**config.mk**
```make
export PLATFORM = sky130hd
export DESIGN_NAME = pixel_window_fetch
export DESIGN_NICKNAME = d
export VERILOG_FILES = /design/src/rtl/pixel_window_fetch.sv
export SDC_FILE = /design/constraint.sdc
export NUM_CORES = 1
export LEC_CHECK = 0
export CAP_MARGIN = 25
export CORE_MARGIN = 4
export CORE_UTILIZATION = 46
export DETAILED_ROUTE_END_ITERATION = 8
export PLACE_DENSITY = 0.73
export SYNTH_ARGS = -nofsm -noshare
export SYNTH_HDL_FRONTEND = slang
export SYNTH_SLANG_ARGS = --single-unit
export TNS_END_PERCENT = 5
```
**constraint.sdc**
```tcl
create_clock -name clk -period 3.86 [get_ports clk]
set_clock_uncertainty 0.05 [all_clocks]
set_input_delay 0.386 -clock clk [delete_from_list [all_inputs] [get_ports clk]]
set_output_delay 0.386 -clock clk [all_outputs]
set_load 0.05 [all_outputs]
```
**src/rtl/pixel_window_fetch.sv**
```systemverilog
// Pixel window fetch: on a start_fetch request, reads one pixel or a 2x2
// window from a 1-cycle synchronous source RAM. The pixels are registered on
// px0..px3 and a one-cycle fetch_done is returned. Out-of-range coordinates
// are rejected with fetch_err and no memory traffic.
module pixel_window_fetch #(
   parameter int IMG_W  = 160,
   parameter int IMG_H  = 120,
   parameter int PIX_W  = 8,
   parameter int ADDR_W = 15
) (
   input  logic              clk,
   input  logic              reset_n,
   input  logic              start_fetch,
   input  logic [1:0]        sw_mode,
   input  logic [7:0]        src_x,
   input  logic [7:0]        src_y,
   output logic [ADDR_W-1:0] mem_addr,
   output logic              mem_rd_en,
   input  logic [PIX_W-1:0]  mem_rd_data,
   output logic [PIX_W-1:0]  px0,
   output logic [PIX_W-1:0]  px1,
   output logic [PIX_W-1:0]  px2,
   output logic [PIX_W-1:0]  px3,
   output logic              fetch_done,
   output logic              fetch_err,
   output logic              busy
);

   typedef enum logic [1:0] {IDLE, READ, DRAIN, DONE} state_t;

   // Coordinate limits widened by one bit so x+1 / y+1 cannot wrap
   localparam logic [8:0] W_LIM = 9'(IMG_W);
   localparam logic [8:0] H_LIM = 9'(IMG_H);

   state_t              state_reg, state_next;
   logic                mode2_reg, mode2_next;
   logic [7:0]          x_reg, x_next;
   logic [7:0]          y_reg, y_next;
   logic                err_reg, err_next;
   logic [1:0]          issue_cnt_reg, issue_cnt_next;
   logic [1:0]          cap_cnt_reg, cap_cnt_next;
   logic [ADDR_W-1:0]   addr_reg, addr_next;
   logic                rd_en_reg, rd_en_next;
   logic                data_valid_reg;
   logic [1:0]          last_idx;
   logic [PIX_W-1:0]    px_reg [4];

   // Address of window element k (bit0 = right neighbour, bit1 = row below),
   // clamping at the right/bottom edges so edge pixels are replicated.
   function automatic logic [ADDR_W-1:0] win_addr(input logic [7:0] x,
                                                  input logic [7:0] y,
                                                  input logic [1:0] k);
      logic [7:0] xx;
      logic [7:0] yy;
      xx = x;
      yy = y;
      if (k[0] && (({1'b0, x} + 9'd1) < W_LIM)) xx = x + 8'd1;
      if (k[1] && (({1'b0, y} + 9'd1) < H_LIM)) yy = y + 8'd1;
      return ADDR_W'(yy) * ADDR_W'(IMG_W) + ADDR_W'(xx);
   endfunction

   assign last_idx = mode2_reg ? 2'd3 : 2'd0;

   // Next-state, read-issue and capture-index logic
   always_comb begin
      state_next     = state_reg;
      mode2_next     = mode2_reg;
      x_next         = x_reg;
      y_next         = y_reg;
      err_next       = err_reg;
      issue_cnt_next = issue_cnt_reg;
      cap_cnt_next   = cap_cnt_reg;
      addr_next      = addr_reg;
      rd_en_next     = rd_en_reg;

      if (data_valid_reg) cap_cnt_next = cap_cnt_reg + 2'd1;

      case (state_reg)
         IDLE: begin
            if (start_fetch) begin
               mode2_next     = sw_mode[1];
               x_next         = src_x;
               y_next         = src_y;
               issue_cnt_next = 2'd0;
               cap_cnt_next   = 2'd0;
               if (({1'b0, src_x} >= W_LIM) || ({1'b0, src_y} >= H_LIM)) begin
                  // Rejected: one wait cycle in DRAIN keeps the done pulse
                  // on the same schedule as a one-cycle fetch pipeline.
                  err_next   = 1'b1;
                  state_next = DRAIN;
               end else begin
                  err_next   = 1'b0;
                  addr_next  = win_addr(src_x, src_y, 2'd0);
                  rd_en_next = 1'b1;
                  state_next = READ;
               end
            end
         end
         READ: begin
            if (issue_cnt_reg == last_idx) begin
               rd_en_next = 1'b0;
               state_next = DRAIN;
            end else begin
               issue_cnt_next = issue_cnt_reg + 2'd1;
               addr_next      = win_addr(x_reg, y_reg, issue_cnt_reg + 2'd1);
            end
         end
         DRAIN: begin
            if (err_reg) begin
               state_next = DONE;
            end else if (data_valid_reg && (cap_cnt_reg == last_idx)) begin
               state_next = DONE;
            end
         end
         DONE: begin
            state_next = IDLE;
         end
         default: state_next = IDLE;
      endcase
   end

   // State and control registers
   always_ff @(posedge clk or negedge reset_n) begin
      if (!reset_n) begin
         state_reg      <= IDLE;
         mode2_reg      <= 1'b0;
         x_reg          <= '0;
         y_reg          <= '0;
         err_reg        <= 1'b0;
         issue_cnt_reg  <= '0;
         cap_cnt_reg    <= '0;
         addr_reg       <= '0;
         rd_en_reg      <= 1'b0;
         data_valid_reg <= 1'b0;
      end else begin
         state_reg      <= state_next;
         mode2_reg      <= mode2_next;
         x_reg          <= x_next;
         y_reg          <= y_next;
         err_reg        <= err_next;
         issue_cnt_reg  <= issue_cnt_next;
         cap_cnt_reg    <= cap_cnt_next;
         addr_reg       <= addr_next;
         rd_en_reg      <= rd_en_next;
         data_valid_reg <= rd_en_reg;
      end
   end

   // Pixel capture lanes: lane gi takes read gi; single mode fills all lanes
   for (genvar gi = 0; gi < 4; gi++) begin : g_px
      always_ff @(posedge clk or negedge reset_n) begin
         if (!reset_n) begin
            px_reg[gi] <= '0;
         end else if (data_valid_reg && (!mode2_reg || (cap_cnt_reg == 2'(gi)))) begin
            px_reg[gi] <= mem_rd_data;
         end
      end
   end

   assign mem_addr   = addr_reg;
   assign mem_rd_en  = rd_en_reg;
   assign px0        = px_reg[0];
   assign px1        = px_reg[1];
   assign px2        = px_reg[2];
   assign px3        = px_reg[3];
   assign busy       = (state_reg != IDLE);
   assign fetch_done = (state_reg == DONE);
   assign fetch_err  = (state_reg == DONE) && err_reg;

endmodule

```
==> run summary, run 1 <==
Unique cell type count in the Yosys netlist: 54
Clock root cell: clkbuf_8
Path type of the worst setup path: reg -> reg
Status: complete, but fails checks
Share of cells above drive strength 1: 0.214
Clock buffer depth: 2
PwrDens: 277 nW/um2
RSZ-0062 raised after global routing: true
Layout area overhead: 37.2%
Final Power: 1770 uW
Final setup margin: -0.0660 ns
TritonCTS buffer count: 9
Post-Synthesis Cells: 479
Arr. time, crit path: 4.13 ns
Tot GR Track Use: 0.198
H-tree depth: 3
Normalized max-slew margin: 0.381
Post-Syn Area: 4670 um2
Crit-path leading delay family: compound AO/OA/AOI/OAI gates
Slowest cell on the critical path: dfrtp_1
Setup crit end kind: flop
Slew @ Worst Pin: 0.923 ns
Dpl cells: 696
Post-synth EDFFs: 0
CTS tree: yes
Post-DP HPWL: 8690 um
Max reg flops: 15
Final worst path period share: 1.02
Critical path cell sequence: ha_2 -> and3_4 -> and3_4 -> xor2_2 -> a31oi_4 -> nand2_2 -> xnor2_4 -> ha_4 -> ha_4 -> inv_2 -> fa_2 -> nand2b_4 -> a21oi_2 -> o21a_1 -> a211o_1 -> buf_4 -> a21oi_2 -> nor3b_2 -> o31ai_1
Register area share after synthesis: 0.391
GRT overflow: 0
Crit path largest cell delay: 0.41 ns
Setup violations, final: 2
Violated checks: negative setup slack
Slew Viols, Final: 0
Commonest cells after routing, fill and taps aside: clkdlybuf4s50_1 (77), dfrtp_1 (71), nand2_1 (67)
Drt first-iter violations: 176
First-pass GRT wire length: 18,400 um
Place WS: -0.100 ns
CP max FO: 4
Vias: 3,948
Register area: 1830 um2
Sink Count: 73
# DRC: 0
Row cnt: 36
Period minus WS final: 3.93 ns
Yosys Warn Count: 0
Antenna cell count: 0
Final cell count without fillers: 722
Remaining antenna violation count: 0
Port bufs: 78
CP Buf/Inv Count: 2
Lkg Pwr: 0.00287 uW
CP Launch Type: flop
Vias in the first global route: 3,864
GP Congestion: 0.846
WL/cell: 17.0 um
Endpoints failing hold: 0
Max-cap violation count: 0
Die X: 109 um
Hold Crit Class: reg -> reg
Post-Syn Area per Cell: 9.75 um2
Fmax: 0.255 GHz
Required @ worst endpoint: 4.06 ns
Peak VDD IR: 0.000222 V
Multi-input gate area: 3060 um2
Main synth FF type: dfrtp_1
Largest net degree at the start of global routing: 30
Synth async-reset ratio: 1.00
Reg clk slew, reported paths: 0.08 ns
Initial antenna violation count: 0
Starting Density: 0.476
Die H: 109 um
Vias per cell: 5.47
Utilization after layout: 0.652
Die footprint: 11,800 um2
Most common cell after layout, fill and taps aside: clkdlybuf4s50_1
First-pass iteration count of the detailed router: 4
Top-Level Pins: 80
Nets: 658
Core region area: 9820 um2
Synth Net Count: 553
Post-Route WL: 12,200 um
FF+latch count, synth: 73
Clk Latency, worst-skew pair: 0.35 ns
FILL cells: 780
stage by stage:
step	cell area, um2	hold WS [ns]	TNS [ns]
floorplan	4700	0.0404	0
global placement	5730	0.377	-0.00501
detailed placement	5750	0.321	-0.107
CTS	6120	0.404	0
global route	6410	0.418	-0.518
finish	6410	0.401	-0.112
cells in the mapped netlist (5+ instances only):
| library cell | number | area (um2) |
|---|---|---|
| xnor2_1 | 14 | 123 |
| and3_1 | 7 | 43.8 |
| nand2_1 | 71 | 267 |
| ha_1 | 41 | 513 |
| mux2_2 | 30 | 338 |
| o21ai_0 | 22 | 110 |
| o21ai_1 | 22 | 110 |
| mux2_1 | 5 | 56.3 |
| inv_1 | 22 | 82.6 |
| nor3_1 | 5 | 25.0 |
| nor2_1 | 27 | 101 |
| nand3_1 | 8 | 40.0 |
| mux2i_1 | 9 | 90.1 |
| clkbuf_1 | 10 | 37.5 |
| o211ai_1 | 6 | 45.0 |
| nand2b_1 | 5 | 31.3 |
| a21oi_1 | 15 | 75.1 |
| xor2_1 | 19 | 166 |
| nor4b_1 | 5 | 43.8 |
| dfrtp_1 | 73 | 1830 |
cell type report:
type	instances	share of cell area
well taps	133	0.0260
multi-input cells	368	0.477
clock inverters	6	0.0141
repair buffers	108	0.163
inverters	24	0.0141
flip-flops and latches	73	0.286
clock buffers	10	0.0199
logic make-up (layout without fill, tap and decap cells):
logic type      count (synthesis)  count (layout)  share of synthesized area
fa+ha+maj                      45              45                      0.127
flops                          73              73                      0.391
mux                            44              44                      0.104
simple gates                  154             154                      0.158
xor+xnor                       33              33                     0.0619
compound gates                 92              92                      0.127
buf+inv                        38             148                     0.0313
power by group:
| part | leakage (uW) | switching, uW | internal [uW] |
|---|---|---|---|
| clock network | 0.000107 | 307 | 368 |
| logic | 0.00188 | 185 | 124 |
| registers | 0.000890 | 8.60 | 781 |
layer usage:
| metal | global-route usage | share of wire |
|---|---|---|
| met1 | 0.251 | 0.42 |
| met2 | 0.345 | 0.51 |
| met3 | 0.0326 | 0.052 |
| met4 | 0.0631 | 0.025 |
| met5 | 0 | 0 |
timing repair:
action / CTS / global route
gates resized for setup: 23 / 39
pin swaps: 9 / 25
hold buffers: 1 / 0
setup endpoints to repair: 2 / 4
setup buffers: 2 / 7
endpoints found under the hold margin: 17 / 0
final timing paths:
path	start	to	slack, ns	cells past startpoint
setup reg to reg	y_reg[0]$_DFFE_PN0P_	mem_addr[14]$_DFFE_PN0P_	-0.07	19
max in group asynchronous	reset_n	px2[1]$_DFFE_PN0P_	2.57	3
hold reg to reg	mem_rd_en$_DFFE_PN0P_	data_valid_reg$_DFF_PN0_	0.40	0
setup / recovery	y_reg[0]$_DFFE_PN0P_	mem_addr[14]$_DFFE_PN0P_	-0.07	19
hold / removal	mem_rd_en$_DFFE_PN0P_	data_valid_reg$_DFF_PN0_	0.40	0
min in group asynchronous	reset_n	mem_rd_en$_DFFE_PN0P_	0.48	2
(Power assumes the default switching activity.)
==> run 2: changes to the inputs <==
Settings changed: CAP_MARGIN 25 to 5.
==> run summary, run 2 (synthesis gave the netlist of run 1 again) <==
Status: complete, but fails checks
Violated checks: negative setup slack
Slew Viols, Final: 0
Antenna cell count: 0
Hold WS: 0.190 ns
Largest net degree at the start of global routing: 48
# hold bufs at CTS: 0
# DRC: 0
Nets: 651
Lkg Pwr: 0.00283 uW
Clock root cell: clkbuf_8
Max reg flops: 15
GP Congestion: 0.846
Fmax: 0.259 GHz
CP Launch Type: flop
Critical path cell sequence: ha_2 -> buf_6 -> nand2_2 -> o31ai_2 -> a32o_2 -> a31oi_4 -> buf_6 -> nand2_4 -> xnor2_4 -> ha_2 -> ha_4 -> inv_2 -> fa_2 -> nand2b_4 -> a21oi_4 -> xor2_2 -> nand3_2 -> a21oi_2 -> nor3b_2 -> o31ai_1
PwrDens: 261 nW/um2
First-pass iteration count of the detailed router: 5
R2R Path End: mem_addr[14]$_DFFE_PN0P_
Slew @ Worst Pin: 1.06 ns
Drt first-iter violations: 129
Switch share: 0.301
Vias: 3,831
Layout area overhead: 33.4%
Worst R2R Path Depth: 20
Path type of the worst setup path: reg -> reg
WL/cell: 16.1 um
Endpoints failing hold: 0
Place WS: -0.0888 ns
Core region area: 9820 um2
Hold Crit Class: in -> async
Final worst path period share: 1.00
Tot GR Track Use: 0.196
First-pass GRT wire length: 18,500 um
Post-Route WL: 11,500 um
Comb pwr share: 0.187
Final setup margin: -0.00442 ns
CTS tree: yes
H-tree depth: 3
Crit path largest cell delay: 0.40 ns
Normalized max-slew margin: 0.290
TritonCTS buffer count: 9
Port bufs: 78
Launch point of the worst path: y_reg[1]$_DFFE_PN0P_
Die footprint: 11,800 um2
Most common cell after layout, fill and taps aside: clkdlybuf4s50_1
Setup violations, final: 1
Post-DP HPWL: 8530 um
Switch Pwr: 491 uW
RSZ-0062 raised after global routing: true
Die H: 109 um
GRT overflow: 0
Sink Count: 73
CP max FO: 4
Required @ worst endpoint: 4.06 ns
Vias per cell: 5.36
Die X: 109 um
Peak VDD IR: 0.000195 V
Row cnt: 36
Initial antenna violation count: 0
Arr. time, crit path: 4.07 ns
Clk Latency, worst-skew pair: 0.34 ns
Max-cap violation count: 0
P_int: 1140 uW
Vias in the first global route: 3,910
Clock buffer depth: 2
Period minus WS final: 3.86 ns
Reg-to-reg critical path startpoint: y_reg[1]$_DFFE_PN0P_
Setup crit end kind: flop
Flop-to-flop setup slack: -0.004 ns
Slowest cell on the critical path: dfrtp_1
Commonest cells after routing, fill and taps aside: clkdlybuf4s50_1 (77), dfrtp_1 (71), nand2_1 (67)
Reg clk slew, reported paths: 0.08 ns
Remaining antenna violation count: 0
Starting Density: 0.476
Final Power: 1630 uW
Flop pwr share: 0.485
Top-Level Pins: 80
Share of cells above drive strength 1: 0.199
Clock Power Share: 0.329
==> run 2: cell count changes in the layout (fill, tap and decap cells not counted), sizes merged <==
cell / delta
clkinvlp: +1
clkinv: +1
buf: -6
dlygate4sd3: -1
bufinv: -2
==> run 2: area by class of cell <==
| type | count | area, um2 |
|---|---|---|
| clock inverter | 6 | 42.5 |
| inverter | 24 | 90.1 |
| fill | 826 | 3590 |
| clock buffer | 10 | 128 |
| timing repair buffer | 101 | 971 |
| multi-input combinational | 368 | 3000 |
| tap | 133 | 166 |
| sequential | 73 | 1830 |
==> run 2: repair_timing <==
| action | in CTS | in global routing |
|---|---|---|
| pin swaps | 7 | 20 |
| setup buffers | 3 | 2 |
| resized for setup | 19 | 38 |
| setup endpoints to repair | 2 | 4 |
| gates cloned | 0 | 0 |
==> run 2: how the worst max path moves through the flow <==
stage,to
CTS,mem_addr[14]$_DFFE_PN0P_
finish,mem_addr[14]$_DFFE_PN0P_
global placement,mem_addr[14]$_DFFE_PN0P_
floorplan,mem_addr[14]$_DFFE_PN0P_
detailed placement,mem_addr[14]$_DFFE_PN0P_
global route,mem_addr[14]$_DFFE_PN0P_
==> run 2: critical path: cells and delay by family, from the launching register on <==
family | cells | cell delay (ns)
compound gates | 6 | 1.13
fa+ha+maj | 4 | 0.95
simple gates | 5 | 0.51
xor+xnor | 2 | 0.41
flops | 1 | 0.40
buf+inv | 3 | 0.32
==> run 2: layer usage <==
metal	wire length, um	track usage	vias up
met5	0	0	-
met1	5090	0.256	1857
met3	448	0.0355	18
met4	174	0.0631	0
li1	-	-	1882
met2	5810	0.331	74
==> run 2: power groups by stage <==
stage	Sequential, uW	Clock, uW	Combinational (uW)
2_1_floorplan	865	0	118
3_3_place_gp	804	0	298
3_5_place_dp	805	0	304
4_1_cts	790	551	306
5_1_grt	792	581	331
6_report	790	535	304
==> run 2: stage by stage <==
stage	setup TNS (ns)	utilization	cells	instance area (um2)
2_1_floorplan	0	-	479	4700
3_3_place_gp	-0.00501	0.583	695	5730
3_5_place_dp	-0.0888	0.583	695	5730
4_1_cts	0	0.612	713	6010
5_1_grt	-0.527	0.635	715	6230
6_report	-0.00442	0.635	715	6230
==> RTL edit 1, RTL diff (flow settings as in run 2) <==
The 4 states of `state_t` get a one-hot encoding in 4 bits.
--- a/src/rtl/pixel_window_fetch.sv
+++ b/src/rtl/pixel_window_fetch.sv
@@ -26,7 +26,7 @@
    output logic              busy
 );
 
-   typedef enum logic [1:0] {IDLE, READ, DRAIN, DONE} state_t;
+   typedef enum logic [3:0] {IDLE = 4'b0001, READ = 4'b0010, DRAIN = 4'b0100, DONE = 4'b1000} state_t;
 
    // Coordinate limits widened by one bit so x+1 / y+1 cannot wrap
    localparam logic [8:0] W_LIM = 9'(IMG_W);
Behaviour: no difference found for any inputs over 10 cycles, from zero or initial values and one cycle with reset_n low; not proved beyond that.
==> RTL edit 1 against run 2 <==
  * The run still ends with negative setup slack left
  * Sequential cell count up 2
  * Routed wire length down 2.6%
  * Worst setup slack worse by 0.036 ns
  * Via count down 2.7%
  * Area after synthesis down 0.56%
  * Cell area down 3.4%
  * Count of clock-buffer cells in the layout unchanged
  * Critical path type unchanged
Power is left out: it rests on default switching activity, and per cell area and clock period it moved more than threefold.
==> RTL edit 1: results (changes against run 2) <==
status -> finished with violations
failing checks -> negative setup slack
Commonest cells post-synth -> 74 x dfrtp_1, 68 x nand2_1, 36 x ha_1, 36 x nor2_1, 32 x mux2_2
final setup vio count -> 1 (unchanged)
Critical Path AT -> 4.08 ns (about the same)
wire per inst -> 16.1 µm (+0.10%)
DRT iter0 DRCs -> 218 (+69%)
dpl cells -> 676 (-2.7%)
GRT Overall Usage -> 0.205 (+0.00893)
Fin Setup TNS -> -0.0403 ns (-0.0358 ns)
sequential element share of the synthesized area -> 0.404 (+0.0133)
Worst slew margin -> 0.365 (+0.0745)
final wirelength -> 11.2 mm (-2.6%)
R2R setup slack -> -0.04 ns (-0.04 ns)
WHS -> 0.104 ns (-0.0857 ns)
# resized after CTS -> 7 (-12)
Placer Congestion -> 0.898 (+6.1%)
Mapped Cells -> 466 (-2.7%)
via/cell ratio -> 5.36 (about the same)
final worst-path setup slack -> -0.0403 ns (-0.0358 ns)
Worst Reg-to-Reg Cells -> 18 (-10%)
Yosys cell types -> 61 (+13%)
vias in the first global route -> 3884 (-0.66%)
largest net degree at the start of global routing -> 76 (+58%)
HPWL Detailed -> 8.50 mm (-0.42%)
RTL edit 1: changes by cell type in the layout (fill, tap and decap cells not counted), sizes merged, moves of 4 or more:
cell / change
o21ai: -13
a211o: -4
buf: -4
nor2: +10
ha: -5
o211ai: -4
RTL edit 1: metal layers:
metal	track usage	wire length [µm]
met2	0.346	5700
met4	0.0730	146
met1	0.268	4840
met5	0	0
met3	0.0328	545
RTL edit 1: area by class of cell:
type / instances / area [µm²]
clock buffer: 10 / 128
multi-input combinational: 353 / 2750
clock inverter: 6 / 93.8
inverter: 22 / 82.6
sequential: 75 / 1880
timing repair buffer: 97 / 921
fill: 850 / 3800
tap: 133 / 166
RTL edit 1: cell families (layout without fill, tap and decap cells):
family	after synthesis	after routing	synth area share
flip-flops	75	75	0.404
XOR/XNOR	34	34	0.0641
multiplexers	39	39	0.0938
AND/OR/NAND/NOR	161	161	0.174
adder cells (fa/ha/maj)	40	40	0.114
AO/OA/AOI/OAI	79	79	0.115
buffers and inverters	38	135	0.0345
==> RTL edit 2, RTL diff (settings of run 2) <==
Without the edit above. Set the parameter `ADDR_W` to 14 (it was 15).
--- a/src/rtl/pixel_window_fetch.sv
+++ b/src/rtl/pixel_window_fetch.sv
@@ -6,7 +6,7 @@
    parameter int IMG_W  = 160,
    parameter int IMG_H  = 120,
    parameter int PIX_W  = 8,
-   parameter int ADDR_W = 15
+   parameter int ADDR_W = 14
 ) (
    input  logic              clk,
    input  logic              reset_n,
Interface: changed (resized mem_addr); port bits go from 80 to 79. The function was not compared with the original's and may differ.
==> RTL edit 2 against run 2 <==
  * Cell area down 6.2%
  * Non-clock buffer count up 4
  * Sequential cell count down 1
  * Area after synthesis down 5.0%
  * Final cell count down 8.0%
  * Routed wire length down 6.7%
  * Synthesized cell count down 12%
  * Worst setup slack better by 0.023 ns
  * Largest cell class unchanged
  * Highest routed layer unchanged
Power is left out: the tool's default activity adds up to more than one toggle a clock period on the data nets, which glitch-free logic cannot reach.
==> RTL edit 2: results (changes against run 2) <==
max reg flops -> 14 (-1)
layout net count -> 596 (-8.4%)
final wirelength -> 10.8 mm (-6.7%)
status -> completed
Synth Net Count -> 494 (-11%)
GRT Overall Usage -> 0.195 (-0.00124)
share of layout cells above drive strength 1 -> 0.223 (+0.0237)
Yosys cell types -> 52 (-3.7%)
Critical Path AT -> 4.00 ns (-0.07 ns)
vias in the first global route -> 3699 (-5.4%)
dpl cells -> 639 (-8.1%)
Vias -> 3567 (-6.9%)
number of flops mapped to enable cells by yosys -> 0 (unchanged)
Placer Congestion -> 0.879 (+3.9%)
first-pass GRT wire length -> 17.7 mm (-4.2%)
HPWL Detailed -> 7.96 mm (-6.7%)
DR pass1 iterations -> 5 (unchanged)
Worst Max-Slew Pin Slew -> 0.920 ns (-0.145 ns)
number of fill cells in the layout -> 781 (-5.4%)
Mean Syn Cell Area -> 10.5 µm² (+7.9%)
worst skew pair latency -> 0.36 ns (+0.02 ns)
sequential element share of the synthesized area -> 0.406 (+0.0149)
Synth area leaders -> dfrtp_1 41%, mux2_2 12%, ha_1 11%, o21ai_0 4.3%, nand2_1 2.8%
port buffer count -> 77 (-1.3%)
wire per inst -> 16.3 µm (+1.4%)
Commonest cells post-synth -> 72 x dfrtp_1, 46 x mux2_2, 39 x ha_1, 38 x o21ai_0, 33 x nand2_1
DRT iter0 DRCs -> 128 (-0.78%)
Max FO, Critical Path -> 6 (+2)
largest net degree at the start of global routing -> 38 (-21%)
RTL edit 2: changes by cell type after synthesis, moves of 4 or more:
cell             run 2  this run
nand2_1             71        33
o21ai_1             22         4
mux2_2              30        46
o21ai_0             22        38
nor2_1              27        18
a21oi_1             15        22
xor2_1              19        12
mux2_1               5         0
nor4b_1              5         0
o211ai_1             6         1
a211o_1              4         0
RTL edit 2: repair_timing:
action / in CTS / in global routing
setup endpoints to repair: 3 / 4
pin swaps: 9 / 4
gates resized for setup: 12 / 9
buffers inserted: 2 / 1
RTL edit 2: cell families (layout without fill, tap and decap cells):
kind of cell,Yosys count,count (layout),share of synthesized area
buffers and inverters,34,141,0.0290
and+or+nand+nor,103,103,0.121
xor gates and xnor gates,29,29,0.0651
muxes,53,53,0.134
adders and majority gates,43,43,0.128
DFF,72,72,0.406
AOI/OAI and AO/OA,88,88,0.117
RTL edit 2: per-layer routing:
layer / GRT usage / vias to the layer above / routed length (µm)
met1: 0.237 / 1745 / 4620
li1: - / 1704 / -
met5: 0 / - / 0
met3: 0.0461 / 19 / 497
met4: 0.0574 / 0 / 210
met2: 0.344 / 99 / 5430
RTL edit 2: final cells by class:
cell class / instances / area (µm²) / area share
Sequential cell: 72 / 1800 / 0.308
Timing Repair Buffer: 105 / 976 / 0.167
Clock buffer: 9 / 124 / 0.0212
Inverter: 20 / 75.1 / 0.0128
Clock inverter: 7 / 62.6 / 0.0107
Multi-Input combinational cell: 316 / 2640 / 0.452
Tap cell: 129 / 161 / 0.0276
RTL edit 2: final timing paths:
check                                from              to  slack [ns]  cells past startpoint
worst max-delay path             y_reg[1]    mem_addr[12]        0.02                     16
worst min-delay path              reset_n          px0[5]        0.07                      1
worst max register to register   y_reg[1]    mem_addr[12]        0.02                     16
worst min register to register  mem_rd_en  data_valid_reg        0.39                      0
max in group asynchronous         reset_n          px1[7]        2.71                      2
min in group clk                mem_rd_en  data_valid_reg        0.39                      0
RTL edit 2: critical path, cell delays in order (launching register included):
cell,delay [ns]
dfrtp_1,0.43
ha_4,0.20
o41ai_2,0.30
and2_1,0.19
o21a_2,0.19
nor3b_4,0.22
xor2_2,0.20
ha_1,0.26
ha_2,0.21
fa_2,0.36
a21o_1,0.19
a21oi_2,0.20
xnor2_2,0.11
buf_4,0.14
xnor2_1,0.14
mux2i_1,0.20
o21ai_0,0.10
RTL edit 2: metrics by stage:
step | TNS [ns] | utilization | cell area (µm²) | setup WS (ns)
3_3_place_gp | -0.0284 | 0.591 | 5510 | -0.0284
5_1_grt | -0.533 | 0.626 | 5840 | -0.214
3_5_place_dp | -0.210 | 0.591 | 5510 | -0.112
4_1_cts | 0 | 0.620 | 5790 | 0.0224
6_report | 0 | 0.626 | 5840 | 0.0183
2_1_floorplan | 0 | - | 4450 | 0.0411
